==> src/rtl/ps2kb_command_sequencer.sv <==
// rtl/ps2kb_command_sequencer.sv - PS/2 host-to-keyboard command sequencer (keyboard reset / LED update)
// Optional post-reset BAT completion check: define PS2KB_CMD_BAT_CHECK_EN.
module ps2kb_command_sequencer #(
  parameter logic [15:0] INHIBIT_CYCLES = 16'd2000,
  parameter logic [19:0] TIMEOUT_CYCLES = 20'd50000,
  parameter logic [1:0]  MAX_RETRY      = 2'd2
) (
  input  logic       clock,
  input  logic       reset,
  input  logic       device_clock,
  input  logic       device_data,
  output logic       device_clock_oe,
  output logic       device_data_oe,
  input  logic       rx_valid,
  input  logic [7:0] rx_data,
  input  logic       kbreset_req,
  input  logic       led_req,
  input  logic [2:0] led_value,
  output logic       busy,
  output logic       rx_divert,
  output logic       done,
  output logic       error
);
  typedef enum logic [2:0] {
    S_IDLE, S_INHIBIT, S_RTS, S_TX_BITS, S_TX_LINEACK, S_WAIT_ACK, S_WAIT_BAT, S_DONE
  } state_t;

  localparam logic [23:0] TMO_LOAD = {4'd0, TIMEOUT_CYCLES} - 24'd1;
  localparam logic [23:0] BAT_LOAD = {4'd0, TIMEOUT_CYCLES} * 24'd10 - 24'd1;
  localparam logic [15:0] INH_LOAD = INHIBIT_CYCLES - 16'd1;

  state_t      state;
  logic [1:0]  clk_sync, dat_sync;
  logic        clk_prev;
  logic        kb_pend, led_pend;
  logic [2:0]  led_reg;
  logic [7:0]  tx_byte, next_byte;
  logic        has_next;
  logic [3:0]  bit_cnt;
  logic [1:0]  retry_cnt;
  logic [15:0] inh_cnt;
  logic [23:0] tmo_cnt;
  logic        clk_fall, clk_edge, reply_seen, tmo_active, tmo_hit, fail;

  // Any device clock edge or reply counts as activity and holds off the timeout.
  always_comb begin
    clk_fall   = clk_prev & ~clk_sync[1];
    clk_edge   = clk_prev ^ clk_sync[1];
    reply_seen = rx_valid && (state == S_WAIT_ACK || state == S_WAIT_BAT);
    tmo_active = state inside {S_RTS, S_TX_BITS, S_TX_LINEACK, S_WAIT_ACK, S_WAIT_BAT};
    tmo_hit    = tmo_active && (tmo_cnt == 24'd0) && !clk_edge && !reply_seen;
    fail       = (tmo_hit && state != S_WAIT_BAT)
              || (state == S_TX_LINEACK && clk_fall && dat_sync[1])
              || (state == S_WAIT_ACK && rx_valid && rx_data != 8'hFA);
  end

  always_ff @(posedge clock or posedge reset) begin
    if (reset) begin
      state           <= S_IDLE;
      clk_sync        <= 2'b11;
      dat_sync        <= 2'b11;
      clk_prev        <= 1'b1;
      kb_pend         <= 1'b0;
      led_pend        <= 1'b0;
      led_reg         <= 3'd0;
      tx_byte         <= 8'd0;
      next_byte       <= 8'd0;
      has_next        <= 1'b0;
      bit_cnt         <= 4'd0;
      retry_cnt       <= 2'd0;
      inh_cnt         <= 16'd0;
      tmo_cnt         <= 24'd0;
      device_clock_oe <= 1'b0;
      device_data_oe  <= 1'b0;
      busy            <= 1'b0;
      rx_divert       <= 1'b0;
      done            <= 1'b0;
      error           <= 1'b0;
    end else begin
      clk_sync <= {clk_sync[0], device_clock};
      dat_sync <= {dat_sync[0], device_data};
      clk_prev <= clk_sync[1];
      done     <= 1'b0;
      error    <= 1'b0;
      if (clk_edge)
        tmo_cnt <= (state == S_WAIT_BAT) ? BAT_LOAD : TMO_LOAD;
      else if (tmo_cnt != 24'd0)
        tmo_cnt <= tmo_cnt - 24'd1;

      case (state)
        S_IDLE: begin
          if (kb_pend || led_pend) begin
            if (kb_pend) begin
              kb_pend  <= 1'b0;
              tx_byte  <= 8'hFF;
              has_next <= 1'b0;
            end else begin
              led_pend  <= 1'b0;
              tx_byte   <= 8'hED;
              next_byte <= {5'b0, led_reg};
              has_next  <= 1'b1;
            end
            retry_cnt       <= 2'd0;
            inh_cnt         <= INH_LOAD;
            device_clock_oe <= 1'b1;
            device_data_oe  <= 1'b0;
            busy            <= 1'b1;
            rx_divert       <= 1'b1;
            state           <= S_INHIBIT;
          end
        end
        S_INHIBIT: begin
          if (inh_cnt == 16'd0) begin
            device_clock_oe <= 1'b0;
            device_data_oe  <= 1'b1;
            tmo_cnt         <= TMO_LOAD;
            state           <= S_RTS;
          end else begin
            inh_cnt <= inh_cnt - 16'd1;
          end
        end
        S_RTS: begin
          if (clk_fall) begin
            device_data_oe <= ~tx_byte[0];
            bit_cnt        <= 4'd1;
            tmo_cnt        <= TMO_LOAD;
            state          <= S_TX_BITS;
          end
        end
        S_TX_BITS: begin
          if (clk_fall) begin
            if (bit_cnt < 4'd8) begin
              device_data_oe <= ~tx_byte[bit_cnt[2:0]];
            end else if (bit_cnt == 4'd8) begin
              device_data_oe <= ^tx_byte;  // line carries odd parity ~^tx_byte
            end else begin
              device_data_oe <= 1'b0;
              tmo_cnt        <= TMO_LOAD;
              state          <= S_TX_LINEACK;
            end
            if (bit_cnt != 4'hF)
              bit_cnt <= bit_cnt + 4'd1;
          end
        end
        S_TX_LINEACK: begin
          if (clk_fall && !dat_sync[1]) begin
            tmo_cnt <= TMO_LOAD;
            state   <= S_WAIT_ACK;
          end
        end
        S_WAIT_ACK: begin
          if (rx_valid && rx_data == 8'hFA) begin
`ifdef PS2KB_CMD_BAT_CHECK_EN
            if (tx_byte == 8'hFF) begin
              tmo_cnt <= BAT_LOAD;
              state   <= S_WAIT_BAT;
            end else
`endif
            if (has_next) begin
              tx_byte         <= next_byte;
              has_next        <= 1'b0;
              retry_cnt       <= 2'd0;
              inh_cnt         <= INH_LOAD;
              device_clock_oe <= 1'b1;
              state           <= S_INHIBIT;
            end else begin
              done  <= 1'b1;
              state <= S_DONE;
            end
          end
        end
`ifdef PS2KB_CMD_BAT_CHECK_EN
        S_WAIT_BAT: begin
          if (rx_valid && rx_data == 8'hAA) begin
            done  <= 1'b1;
            state <= S_DONE;
          end else if ((rx_valid && rx_data == 8'hFC) || tmo_hit) begin
            error     <= 1'b1;
            busy      <= 1'b0;
            rx_divert <= 1'b0;
            state     <= S_IDLE;
          end
        end
`endif
        S_DONE: begin
          busy      <= 1'b0;
          rx_divert <= 1'b0;
          state     <= S_IDLE;
        end
        default: state <= S_IDLE;
      endcase

      // Retry the same byte from INHIBIT, or give up once the budget is spent.
      if (fail) begin
        if (retry_cnt < MAX_RETRY) begin
          retry_cnt       <= retry_cnt + 2'd1;
          inh_cnt         <= INH_LOAD;
          device_clock_oe <= 1'b1;
          device_data_oe  <= 1'b0;
          state           <= S_INHIBIT;
        end else begin
          error           <= 1'b1;
          busy            <= 1'b0;
          rx_divert       <= 1'b0;
          device_clock_oe <= 1'b0;
          device_data_oe  <= 1'b0;
          state           <= S_IDLE;
        end
      end

      if (kbreset_req)
        kb_pend <= 1'b1;
      if (led_req) begin
        led_pend <= 1'b1;
        led_reg  <= led_value;
      end
    end
  end
endmodule
==> config.mk <==
export PLATFORM = sky130hd
export DESIGN_NAME = ps2kb_command_sequencer
export DESIGN_NICKNAME = d
export VERILOG_FILES = /design/src/rtl/ps2kb_command_sequencer.sv
export SDC_FILE = /design/constraint.sdc
export NUM_CORES = 1
export LEC_CHECK = 0
export ABC_CLOCK_PERIOD_IN_PS = 2250
export BUFFER_PORTS_ARGS = -buffer_cell sky130_fd_sc_hd__buf_2
export CAP_MARGIN = 0
export CORE_UTILIZATION = 35
export CTS_CLUSTER_DIAMETER = 100
export DETAILED_ROUTE_END_ITERATION = 10
export PLACE_DENSITY = 0.5
export SLEW_MARGIN = 20
export SYNTH_ARGS = -nofsm -noshare
export SYNTH_HDL_FRONTEND = slang
export SYNTH_SLANG_ARGS = --single-unit
==> constraint.sdc <==
create_clock -name clock -period 2.25 [get_ports clock]
set_input_delay 0.45 -clock clock [delete_from_list [all_inputs] [get_ports clock]]
set_output_delay 0.45 -clock clock [all_outputs]
set_load 0.01 [all_outputs]
# Yosys cells after proc, flatten, opt, wreduce, memory -nomap -nowiden
# Cells that the tools add are included.
[totals] out_inout_bits=6 regBits=77 in_bits=18 romBits=0 mem_bits_rw=0 latchBits=0 elab_cells=186 memories=0
[classes] n_shift=0 n_reduce_logical=41 bitwise=6 mul=0 div_mod_pow=0 eq_ne=28 mux=84 add_sub_neg=4 magnitude_cmp=3
[op_table] cell="24-bit two-way mux" count=8
[op_table] cell="16-bit two-way mux" count=6
[op_table] cell="24-bit one-hot mux with 4 select lines" count=1
[op_table] cell="16-bit one-hot mux with 3 select lines" count=1
[op_table] cell="1-bit two-way mux" count=35
[op_table] cell="3-bit two-way mux" count=10
[op_table] cell="24-bit zero test" count=1
[op_table] cell="8-bit two-way mux" count=3
[op_table] cell="3-bit != test, second input constant" count=8
[op_table] cell="24-bit nonzero test" count=1
[op_table] cell="24-bit by 1-bit subtractor with 24-bit output, second input constant" count=1
[op_table] cell="19-bit two-way mux" count=1
[op_table] cell="3-bit one-hot mux with 6 select lines" count=1
[op_table] cell="16-bit zero test" count=1
[op_table] cell="8-bit one-hot mux with 2 select lines" count=1
[op_table] cell="16-bit by 1-bit subtractor with 16-bit output, second input constant" count=1
[op_table] cell="3-bit equality test, second input constant" count=4
[op_table] cell="4-bit two-way mux" count=3
[op_table] cell="2-bit nonzero test" count=6
[op_table] cell="1-bit logical AND" count=11
[op_table] cell="2-bit two-way mux" count=5
[op_table] cell="2-bit != test, second input constant" count=5
[op_table] cell="5-bit AND reduction" count=2
[op_table] cell="5-bit nonzero test" count=2
[op_table] cell="32 further kinds" count=48

# Logic depth before layout (Yosys ltp)
# Gate-level depths: netlist (run 1).
[logic_depth] depth_word=10 depth_mapped=9 ltp_nobuf=7

# Least setup slack after synthesis (run 1)
# No wires, ideal clock.
[synth_path] kind="register to register" start="reg tmo_cnt[0]" end="reg retry_cnt[0]" t_arrival_ps=1902 path_stages_with_launch=10 path_buffers=2 required_time_ps=2125 period_less_slack_ps=2026 path_slack_ps=224 setup_time_ps=125 path_cell_list="dfrtp_1 -> inv_1 -> ha_1 -> nor4b_4 -> and3_1 -> buf_6 -> nand4_2 -> and3_1 -> buf_6 -> mux2_2"
[synth_between] elab_chain_len=8
[synth_rtl] item="start: declaration" line="42" source="logic [23:0] tmo_cnt;"
[synth_rtl] item="start signal: assignment" line="86" source="tmo_cnt <= (state == S_WAIT_BAT) ? BAT_LOAD : TMO_LOAD;"
[synth_rtl] item="start signal: assignment" line="88" source="tmo_cnt <= tmo_cnt - 24'd1;"
[synth_rtl] item="24-bit zero test" line="51" source="tmo_hit = tmo_active && (tmo_cnt == 24'd0) && !clk_edge && !reply_seen;"
[synth_rtl] item="1-bit logical AND (3 in a row)" line="51"
[synth_rtl] item="1-bit logical AND" line="52" source="fail = (tmo_hit && state != S_WAIT_BAT)"
[synth_rtl] item="1-bit logical OR" line="53" source="|| (state == S_TX_LINEACK && clk_fall && dat_sync[1])"
[synth_rtl] item="1-bit logical OR" line="54" source="|| (state == S_WAIT_ACK && rx_valid && rx_data != 8'hFA);"
[synth_rtl] item="2-bit two-way mux" line="194" source="if (fail) begin"
[synth_rtl] item="end signal: assignment" line="196" source="retry_cnt <= retry_cnt + 2'd1;"
[synth_rtl] item="end: declaration" line="40" source="logic [1:0] retry_cnt;"
# No other way between the ends.
# A chain may end at the register's enable or synchronous reset.

# Final worst setup path (run 1)
[layout_path] start="reg inh_cnt[1]" end="reg inh_cnt[11]"
[layout_between] elab_chain_len=5 word_cells_on_any_way=6 classes_between="add/sub: 1; mux: 4; reduce/logical: 1"
[layout_rtl] item="start: declaration" line="41" source="logic [15:0] inh_cnt;"
[layout_rtl] item="start signal: assignment" line="119" source="inh_cnt <= inh_cnt - 16'd1;"
[layout_rtl] item="16-bit by 1-bit subtractor with 16-bit output or 16-bit zero test (tied branches)" line="119, 113"
[layout_rtl] item="16-bit two-way mux (*)" line="113" source="if (inh_cnt == 16'd0) begin"
[layout_rtl] item="16-bit one-hot mux with 3 select lines (*)" line="90" source="case (state)"
[layout_rtl] item="16-bit two-way mux" line="195" source="if (retry_cnt < MAX_RETRY) begin"
[layout_rtl] item="16-bit two-way mux (*)" line="194"
# Every way passes the cells marked *; elsewhere a longest branch is shown, timed or not.

==> flow_metrics.tcl, run 1 <==
set metrics [dict create \
    outcome "finished clean" \
    clockBufferDepth 2 \
    setup_viol 0 \
    finalCriticalPeriod_ps 2090 \
    dp_hpwl_microns 7280 \
    worstPathMaxFanout 5 \
    grt_pass1_vias 3310 \
    instances_no_fill 626 \
    maxCapViolCount 0 \
    rows 39 \
    hold_class "in -> reg" \
    multi_input_area_sq_um 2210 \
    gp_congestion 0.806 \
    clk_latency_ps 340 \
    first_pass_iters 4 \
    cpLargestDelayFamily "simple AND/OR/NAND/NOR gates" \
    postSynthNetCount 455 \
    cts_tree "built" \
    synth_area_sq_um 4190 \
    slew_violations 0 \
    critPathArrivalTime_ps 2340 \
    yosysWarnings 0 \
    regMostFlops "tmo_cnt" \
    hold_viol 0 \
    skew_ps 7.63 \
    avgSynthCellArea_sq_um 9.70 \
    dieArea_sq_um 12400 \
    worst-path-buf-inv 2 \
    dpl.cell_count 608 \
    regArea_sq_um 1860 \
    worst_pin_slew_ps 551 \
    fmax_mhz 478 \
    drt_iter0_drc 212 \
    h-tree-depth 3 \
    ys_types 69 \
    grt_start_max_net_pins 43 \
    synth_flop_cell "dfrtp_1" \
    numPortBuffers 23 \
    cts.sinks 74 \
    final_common_cell "dfrtp_1" \
    drc_errors 0 \
    syn_inst 432 \
    power_leakage_nw 2.05 \
    synthArstFlopShare_pct 100 \
    crit_chain "inv_1 > ha_1 > nor4b_2 > and4b_1 > buf_4 > a21oi_1 > o211a_1 > a211oi_1" \
    setup_ws_ps 158 \
    nFillCells 1123 \
    synth_edf_count 0 \
    grt_pass1_wl_microns 17400 \
    post_cts_buffers 0 \
    worstPathRequired_ps 2500 \
    reg_top3 "tmo_cnt (24), inh_cnt (16), tx_byte (5)" \
    tns_ps 0 \
    ys_seq_elements 74 \
    final_area_sq_um 4970 \
    finalNetCount 501 \
    wire_per_inst_microns 16.3 \
    overflow 0 \
    cts_root_buf "clkbuf_16" \
    initial_core_util_pct 36.2 \
    period_share_pct 93.0 \
    n_antenna_cell 0 \
    final_layout_size_suffix_gt1_share_pct 20.7 \
    crit_slowest_cell "dfrtp_1" \
    dp_slack_ps 61.0 \
    io_pins 24 \
    yosysSeqAreaShare_pct 44.4 \
    vias_per_cell 5.47 \
    power_density_nw_per_um2 641 \
    rsz0062_at_grt "no" \
    drt-total-wl_microns 10200 \
    slew_headroom_pct 63.3 \
    die_w_microns 111 \
    clk_pin_slew_ps 60 \
    antenna_left 0 \
    cts_made_buffers 9 \
    place_area_sq_um 4600 \
    critPathMaxStageDelay_ps 400 \
    start_kind "register" \
    ir_worst_vdd_uv 376 \
    antenna_found_initial 0 \
    die_height_microns 111 \
    largest_register_ffs 24 \
    crit_type "reg -> reg" \
    vias 3424 \
    layout_common_cells "69 x dfrtp_1, 36 x nand2_1, 29 x o21ai_0, 28 x nor2_1, 28 x a21oi_1" \
    grt_util_all_layers_pct 17.8 \
    area_growth_syn_to_layout_pct 18.7 \
    core_area_sq_um 11600 \
    endpoint_kind "register" \
]
-- path summary, 6_finish.rpt --
check                             start          end  slack [ps]  cells after the start
min in group asynchronous         reset   led_reg[0]         530                      3
min reg2reg                 clk_sync[0]  clk_sync[1]         360                      0
max                          inh_cnt[1]  inh_cnt[11]         160                      8
min                        device_clock  clk_sync[0]         200                      1
max in group asynchronous         reset  tmo_cnt[22]         980                      4
max reg2reg                  inh_cnt[1]  inh_cnt[11]         160                      8
-- synthesized netlist by cell type, types with 6 or more instances --
| master | number | share of area [%] |
|---|---|---|
| a31oi_1 | 6 | 0.90 |
| a21oi_1 | 28 | 3.3 |
| o21ai_0 | 29 | 3.5 |
| mux2_2 | 7 | 1.9 |
| nand2b_1 | 6 | 0.90 |
| or3_1 | 7 | 1.0 |
| a211oi_1 | 7 | 1.3 |
| xor2_1 | 15 | 3.1 |
| o211ai_1 | 7 | 1.3 |
| xnor2_1 | 12 | 2.5 |
| nand2_1 | 36 | 3.2 |
| nor3_1 | 16 | 1.9 |
| nand3_1 | 17 | 2.0 |
| a21o_1 | 8 | 1.4 |
| inv_1 | 15 | 1.3 |
| dfrtp_1 | 69 | 41 |
| and3_1 | 6 | 0.90 |
| nor2_1 | 28 | 2.5 |
| nand4_1 | 12 | 1.8 |
-- metrics by stage --
step / total power, W / hold WS [ps] / utilization, %
final: 0.00319 / 202 / 43.0
after global routing: 0.00332 / 195 / 43.0
after CTS: 0.00323 / 193 / 42.6
after detailed placement: 0.00164 / 342 / 39.8
after global placement: 0.00163 / 340 / 39.8
after floorplan: 0.00157 / 345 / -
-- layout make-up --
type	count	area share, %
inverter	15	1.21
multi-input combinational	327	44.5
timing repair buffer	51	6.84
clock buffer	11	4.88
tap	143	3.60
clock inverter	5	1.56
sequential	74	37.4
-- logic make-up (layout without fill, tap and decap cells) --
logic type | count (synthesis) | count (layout) | synth area share [%]
compound gates | 112 | 112 | 17.9
flops | 74 | 74 | 44.4
simple gates | 171 | 172 | 23.7
buf+inv | 32 | 82 | 3.73
fa+ha+maj | 5 | 5 | 1.49
mux | 11 | 11 | 3.14
xor+xnor | 27 | 27 | 5.65
-- timing repair --
item	CTS	global route
setup endpoints to repair	0	34
gates resized for setup	0	6
hold endpoints to repair	3	0
hold buffers	1	0
-- metal layers --
metal  vias to the layer above  wire length [microns]  track usage [%]
li1                       1700                      -                -
met1                      1669                   5350             26.4
met2                        42                   4370             25.4
met3                        13                    283             2.99
met4                         0                    187             8.02
met5                         -                      0                0
-- report_power, final --
group	internal, W	switching (W)	total (W)	leakage [nW]
Combinational	0.0000816	0.000106	0.000188	1.03
Clock	0.000998	0.000581	0.00158	0.156
Sequential	0.00138	0.0000444	0.00142	0.863
Total	0.00246	0.000732	0.00319	2.05
No activity file was read; power rests on OpenSTA's default activity.
==> run 2, diff against run 1 <==
--- a/config.mk
+++ b/config.mk
@@ -5,13 +5,14 @@
 export SDC_FILE = /design/constraint.sdc
 export NUM_CORES = 1
 export LEC_CHECK = 0
-export ABC_CLOCK_PERIOD_IN_PS = 2250
+export ABC_CLOCK_PERIOD_IN_PS = 2400
 export BUFFER_PORTS_ARGS = -buffer_cell sky130_fd_sc_hd__buf_2
 export CAP_MARGIN = 0
+export CORE_ASPECT_RATIO = 1.75
 export CORE_UTILIZATION = 35
 export CTS_CLUSTER_DIAMETER = 100
 export DETAILED_ROUTE_END_ITERATION = 10
-export PLACE_DENSITY = 0.5
+export PLACE_DENSITY = 0.49
 export SLEW_MARGIN = 20
 export SYNTH_ARGS = -nofsm -noshare
 export SYNTH_HDL_FRONTEND = slang
==> constraint.sdc (replaced) <==
create_clock -name clock -period 2.4 [get_ports clock]
set_input_delay 0.48 -clock clock [delete_from_list [all_inputs] [get_ports clock]]
set_output_delay 0.48 -clock clock [all_outputs]
set_load 0.01 [all_outputs]
==> flow_metrics.tcl, run 2 (same netlist as run 1, synthesis figures left out) <==
set metrics [dict create \
    outcome "finished clean" \
    hold_viol 0 \
    cpLargestDelayFamily "simple AND/OR/NAND/NOR gates" \
    start_kind "register" \
    finalNetCount 495 \
    clkPwrFrac_pct 45.5 \
    ir_worst_vdd_uv 379 \
    critPathMaxStageDelay_ps 390 \
    core_area_sq_um 11600 \
    wire_per_inst_microns 18.5 \
    hold_class "in -> async" \
    cpMostUsedCell "and3_1" \
    period_share_pct 94.9 \
    grt_pass1_vias 3655 \
    antenna_left 0 \
    worstPathMaxFanout 5 \
    drc_errors 0 \
    clk_latency_ps 340 \
    power_frac_comb_pct 6.5 \
    vias 3501 \
    crit_type "reg -> reg" \
    slew_headroom_pct 60.6 \
    reg_top3 "tmo_cnt (24), inh_cnt (16), tx_byte (5)" \
    dp_hpwl_microns 8390 \
    area_growth_syn_to_layout_pct 15.9 \
    grt_util_all_layers_pct 20.0 \
    fmax_mhz 439 \
    slew_violations 0 \
    reg2regPathDepth 7 \
    critPathArrivalTime_ps 2510 \
    p_int_w 0.00210 \
    cp.depth 7 \
    initial_core_util_pct 36.2 \
    layout_common_cells "69 x dfrtp_1, 36 x nand2_1, 29 x o21ai_0, 28 x nor2_1, 28 x a21oi_1" \
    cts_made_buffers 9 \
    crit_chain "inv_1 > ha_1 > nor4b_4 > and3_1 > nand4_1 > and3_1 > o221a_2" \
    cts_root_buf "clkbuf_16" \
    n_antenna_cell 0 \
    gp_congestion 0.819 \
    worstPathRequired_ps 2630 \
    grt_pass1_wl_microns 18900 \
    die_w_microns 84.7 \
    skew_ps 6.83 \
    cts_tree "built" \
    cts_hold_buffers 0 \
    power_density_nw_per_um2 573 \
    maxCapViolCount 0 \
    clockBufferDepth 2 \
    startpoint "tmo_cnt[0]" \
    cts.sinks 74 \
    drt_iter0_drc 154 \
    numPortBuffers 23 \
    crit_slowest_cell "dfrtp_1" \
    vias_per_cell 5.72 \
    r2r-start "tmo_cnt[0]" \
    overflow 0 \
    p_switching_w 0.000681 \
    finalCriticalPeriod_ps 2280 \
    switching_share_pct 24.5 \
    worst-path-buf-inv 1 \
    regMostFlops "tmo_cnt" \
    clk_pin_slew_ps 60 \
    final_area_sq_um 4860 \
    grtUsageMet3_pct 3.88 \
    power_frac_seq_pct 47.9 \
    use_met2_pct 35.6 \
    dieArea_sq_um 12400 \
    die_height_microns 147 \
    h-tree-depth 3 \
    final_layout_size_suffix_gt1_share_pct 19.7 \
    worst_pin_slew_ps 588 \
    place_area_sq_um 4540 \
    grt_use_met1_pct 21.1 \
    grt_start_max_net_pins 75 \
    antenna_found_initial 0 \
    endpoint_kind "register" \
    first_pass_iters 4 \
    largest_register_ffs 24 \
    io_pins 24 \
    rows 52 \
    grt-busiest-layer "met2" \
    power_leakage_nw 2.00 \
    drt-total-wl_microns 11300 \
    rsz0062_at_grt "no" \
    tns_ps 0 \
    setup_viol 0 \
    final_common_cell "dfrtp_1" \
]
[run 2: cell types whose count changed in the layout (fill, tap and decap cells not counted), sizes merged]
cell / change
buf: -4
bufinv: -2
clkbuf: +1
clkinv: -1
dlygate4sd3: -1
inv: +2
nor2: -1
[run 2: routing by layer]
layer / vias to the layer above / part of all wire [%]
met1: 1724 / 38
met2: 57 / 54
li1: 1684 / -
met4: 0 / 6.0
met5: - / 0
met3: 36 / 2.3
[run 2: metrics by stage]
stage               worst slack, ps  power [W]  cells  util, %  hold slack (ps)
floorplan                      46.7    0.00147    432        -              345
global placement               98.6    0.00154    594     39.2              348
detailed placement             65.0    0.00154    594     39.2              351
CTS                            60.8    0.00283    610     41.6              220
global route                   3.29    0.00290    612     41.9              224
finish                          122    0.00278    612     41.9              202
[run 2: worst reg2reg max path, stage by stage (launching register included)]
cell and delay [ps]:
dfrtp_1 390, inv_1 100, ha_1 240, nor4b_4 380, and3_1 330, nand4_1 190
and3_1 250, o221a_2 280
[run 2: path summary, 6_finish.rpt]
kind / end / slack, ps
hold / removal: bit_cnt[3] / 200
min in group clock: clk_sync[0] / 240
max in group asynchronous: inh_cnt[0] / 1830
setup reg to reg: inh_cnt[15] / 120
setup / recovery: inh_cnt[15] / 120
hold reg to reg: dat_sync[1] / 360
[run 2: what timing repair did]
item                                    CTS  global route
setup buffers                             0             2
gates resized for setup                   0             4
endpoints found under the setup margin    0            38
[run 2: power by group through the flow]
stage          Sequential, W  Clock (W)  Combinational (W)
2_1_floorplan        0.00134          0           0.000123
3_3_place_gp         0.00136          0           0.000183
5_1_grt              0.00134    0.00135           0.000205
3_5_place_dp         0.00136          0           0.000186
4_1_cts              0.00133    0.00131           0.000187
6_report             0.00133    0.00127           0.000182
[run 2: layout make-up]
class                           instances  area [sq um]
Clock buffer                           12           246
Inverter                               15          56.3
Clock inverter                          4          28.8
Sequential cell                        74          1860
Timing Repair Buffer                   46           300
Tap cell                              135           169
Fill cell                            1149          6730
Multi-Input combinational cell        326          2200
==> run 3, diff against run 2 <==
--- a/config.mk
+++ b/config.mk
@@ -10,6 +10,7 @@
 export CAP_MARGIN = 0
 export CORE_ASPECT_RATIO = 1.75
 export CORE_UTILIZATION = 35
+export CTS_BUF_LIST = sky130_fd_sc_hd__clkbuf_16
 export CTS_CLUSTER_DIAMETER = 100
 export DETAILED_ROUTE_END_ITERATION = 10
 export PLACE_DENSITY = 0.49
==> flow_metrics.tcl, run 3 (same netlist as run 1, synthesis figures left out) <==
set metrics [dict create \
    outcome "finished clean" \
    numPortBuffers 23 \
    dp_slack_ps 65.0 \
    clk_pin_slew_ps 60 \
    final_common_cell "dfrtp_1" \
    antenna_found_initial 0 \
    drc_errors 0 \
    area_growth_syn_to_layout_pct 15.7 \
    regMostFlops "tmo_cnt" \
    core_area_sq_um 11600 \
    cts_tree "built" \
    finalCriticalPeriod_ps 2280 \
    tns_ps 0 \
    cpLargestDelayFamily "simple AND/OR/NAND/NOR gates" \
    crit_slowest_cell "dfrtp_1" \
    slew_headroom_pct 60.8 \
    vias_per_cell 5.72 \
    setup_ws_ps 121 \
    final_layout_size_suffix_gt1_share_pct 19.5 \
    finalNetCount 495 \
    layout_common_cells "69 x dfrtp_1, 36 x nand2_1, 29 x o21ai_0, 28 x nor2_1, 28 x a21oi_1" \
    cts_hold_buffers 0 \
    worst_pin_slew_ps 585 \
    period_share_pct 95.0 \
    dp_hpwl_microns 8390 \
    rows 52 \
    cts_root_buf "clkbuf_16" \
    crit_chain "inv_1 > ha_1 > nor4b_4 > and3_1 > nand4_1 > and3_1 > o221a_2" \
    slew_violations 0 \
    critPathMaxStageDelay_ps 390 \
    worstPathMaxFanout 5 \
    wire_per_inst_microns 18.5 \
    grt_util_all_layers_pct 19.9 \
    fmax_mhz 439 \
    crit_type "reg -> reg" \
    hold_class "in -> async" \
    hold_ws_ps 203 \
    cts.sinks 74 \
    antenna_left 0 \
    power_density_nw_per_um2 566 \
    initial_core_util_pct 36.2 \
    clk_latency_ps 340 \
    start_kind "register" \
    nFillCells 1151 \
    skew_ps 7.13 \
    overflow 0 \
    n_antenna_cell 0 \
    setup_viol 0 \
    grt_pass1_wl_microns 18900 \
    grt_pass1_vias 3648 \
    drt-total-wl_microns 11300 \
    grt_start_max_net_pins 75 \
    dieArea_sq_um 12400 \
    gp_congestion 0.819 \
    reg_top3 "tmo_cnt (24), inh_cnt (16), tx_byte (5)" \
    h-tree-depth 3 \
    cpMostUsedCell "and3_1" \
    first_pass_iters 4 \
    maxCapViolCount 0 \
    worstPathRequired_ps 2630 \
    endpoint_kind "register" \
    ir_worst_vdd_uv 382 \
    worst-path-buf-inv 1 \
    clockBufferDepth 2 \
    critPathArrivalTime_ps 2510 \
    die_w_microns 84.7 \
    power_leakage_nw 2.00 \
    rsz0062_at_grt "no" \
    vias 3498 \
    die_height_microns 147 \
    io_pins 24 \
    cts_made_buffers 9 \
    drt_iter0_drc 150 \
    largest_register_ffs 24 \
    hold_viol 0 \
]
run 3: cell count changes in the layout (fill, tap and decap cells not counted), sizes merged:
cell and change:
clkinv +1, clkbuf -3, inv +2
run 3: worst min-delay path, cell delays in order:
cell	delay, ps
buf_2	100
inv_2	60
buf_12	320
run 3: area by class of cell:
class	instances	area, sq um	share of cell area [%]
Multi-Input combinational cell	326	2200	45.3
Clock inverter	7	40.0	0.826
Tap cell	135	169	3.49
Clock buffer	9	225	4.65
Timing Repair Buffer	46	300	6.20
Inverter	15	56.3	1.16
Sequential cell	74	1860	38.3
run 3: path summary, 6_finish.rpt:
check / from / to / slack, ps / cells past startpoint
worst max-delay path: tmo_cnt[0] / inh_cnt[15] / 120 / 7
worst min-delay path: reset / bit_cnt[3] / 200 / 3
worst max register to register: tmo_cnt[0] / inh_cnt[15] / 120 / 7
worst min register to register: dat_sync[0] / dat_sync[1] / 360 / 0
max in group asynchronous: reset / inh_cnt[0] / 1840 / 3
min in group clock: device_clock / clk_sync[0] / 240 / 1
run 3: routing by layer:
metal  routed length, microns  part of all wire (%)  track usage [%]  vias to the layer above
met3                      295                   2.6             3.88                       33
met1                     4270                    38             21.1                     1716
li1                         -                     -                -                     1684
met5                        0                     0                0                        -
met2                     6100                    54             35.6                       65
met4                      657                   5.8             13.1                        0
run 3: where the power goes:
group	internal, W	leakage, nW	switching [W]	total, W
Combinational	0.0000788	1.01	0.000103	0.000182
Clock	0.000690	0.132	0.000538	0.00123
Sequential	0.00129	0.863	0.0000424	0.00133
Total	0.00206	2.00	0.000683	0.00274
run 3: what timing repair did:
item,in CTS,in global routing
resized for setup,0,4
endpoints found under the setup margin,0,38
buffers inserted,0,2
run 3: through the flow:
stage	util, %	total power (W)	std cells	area, sq um
3_3_place_gp	39.2	0.00154	594	4540
6_report	41.8	0.00274	612	4850
4_1_cts	41.5	0.00279	610	4810
2_1_floorplan	-	0.00147	432	4190
5_1_grt	41.8	0.00286	612	4850
3_5_place_dp	39.2	0.00154	594	4540
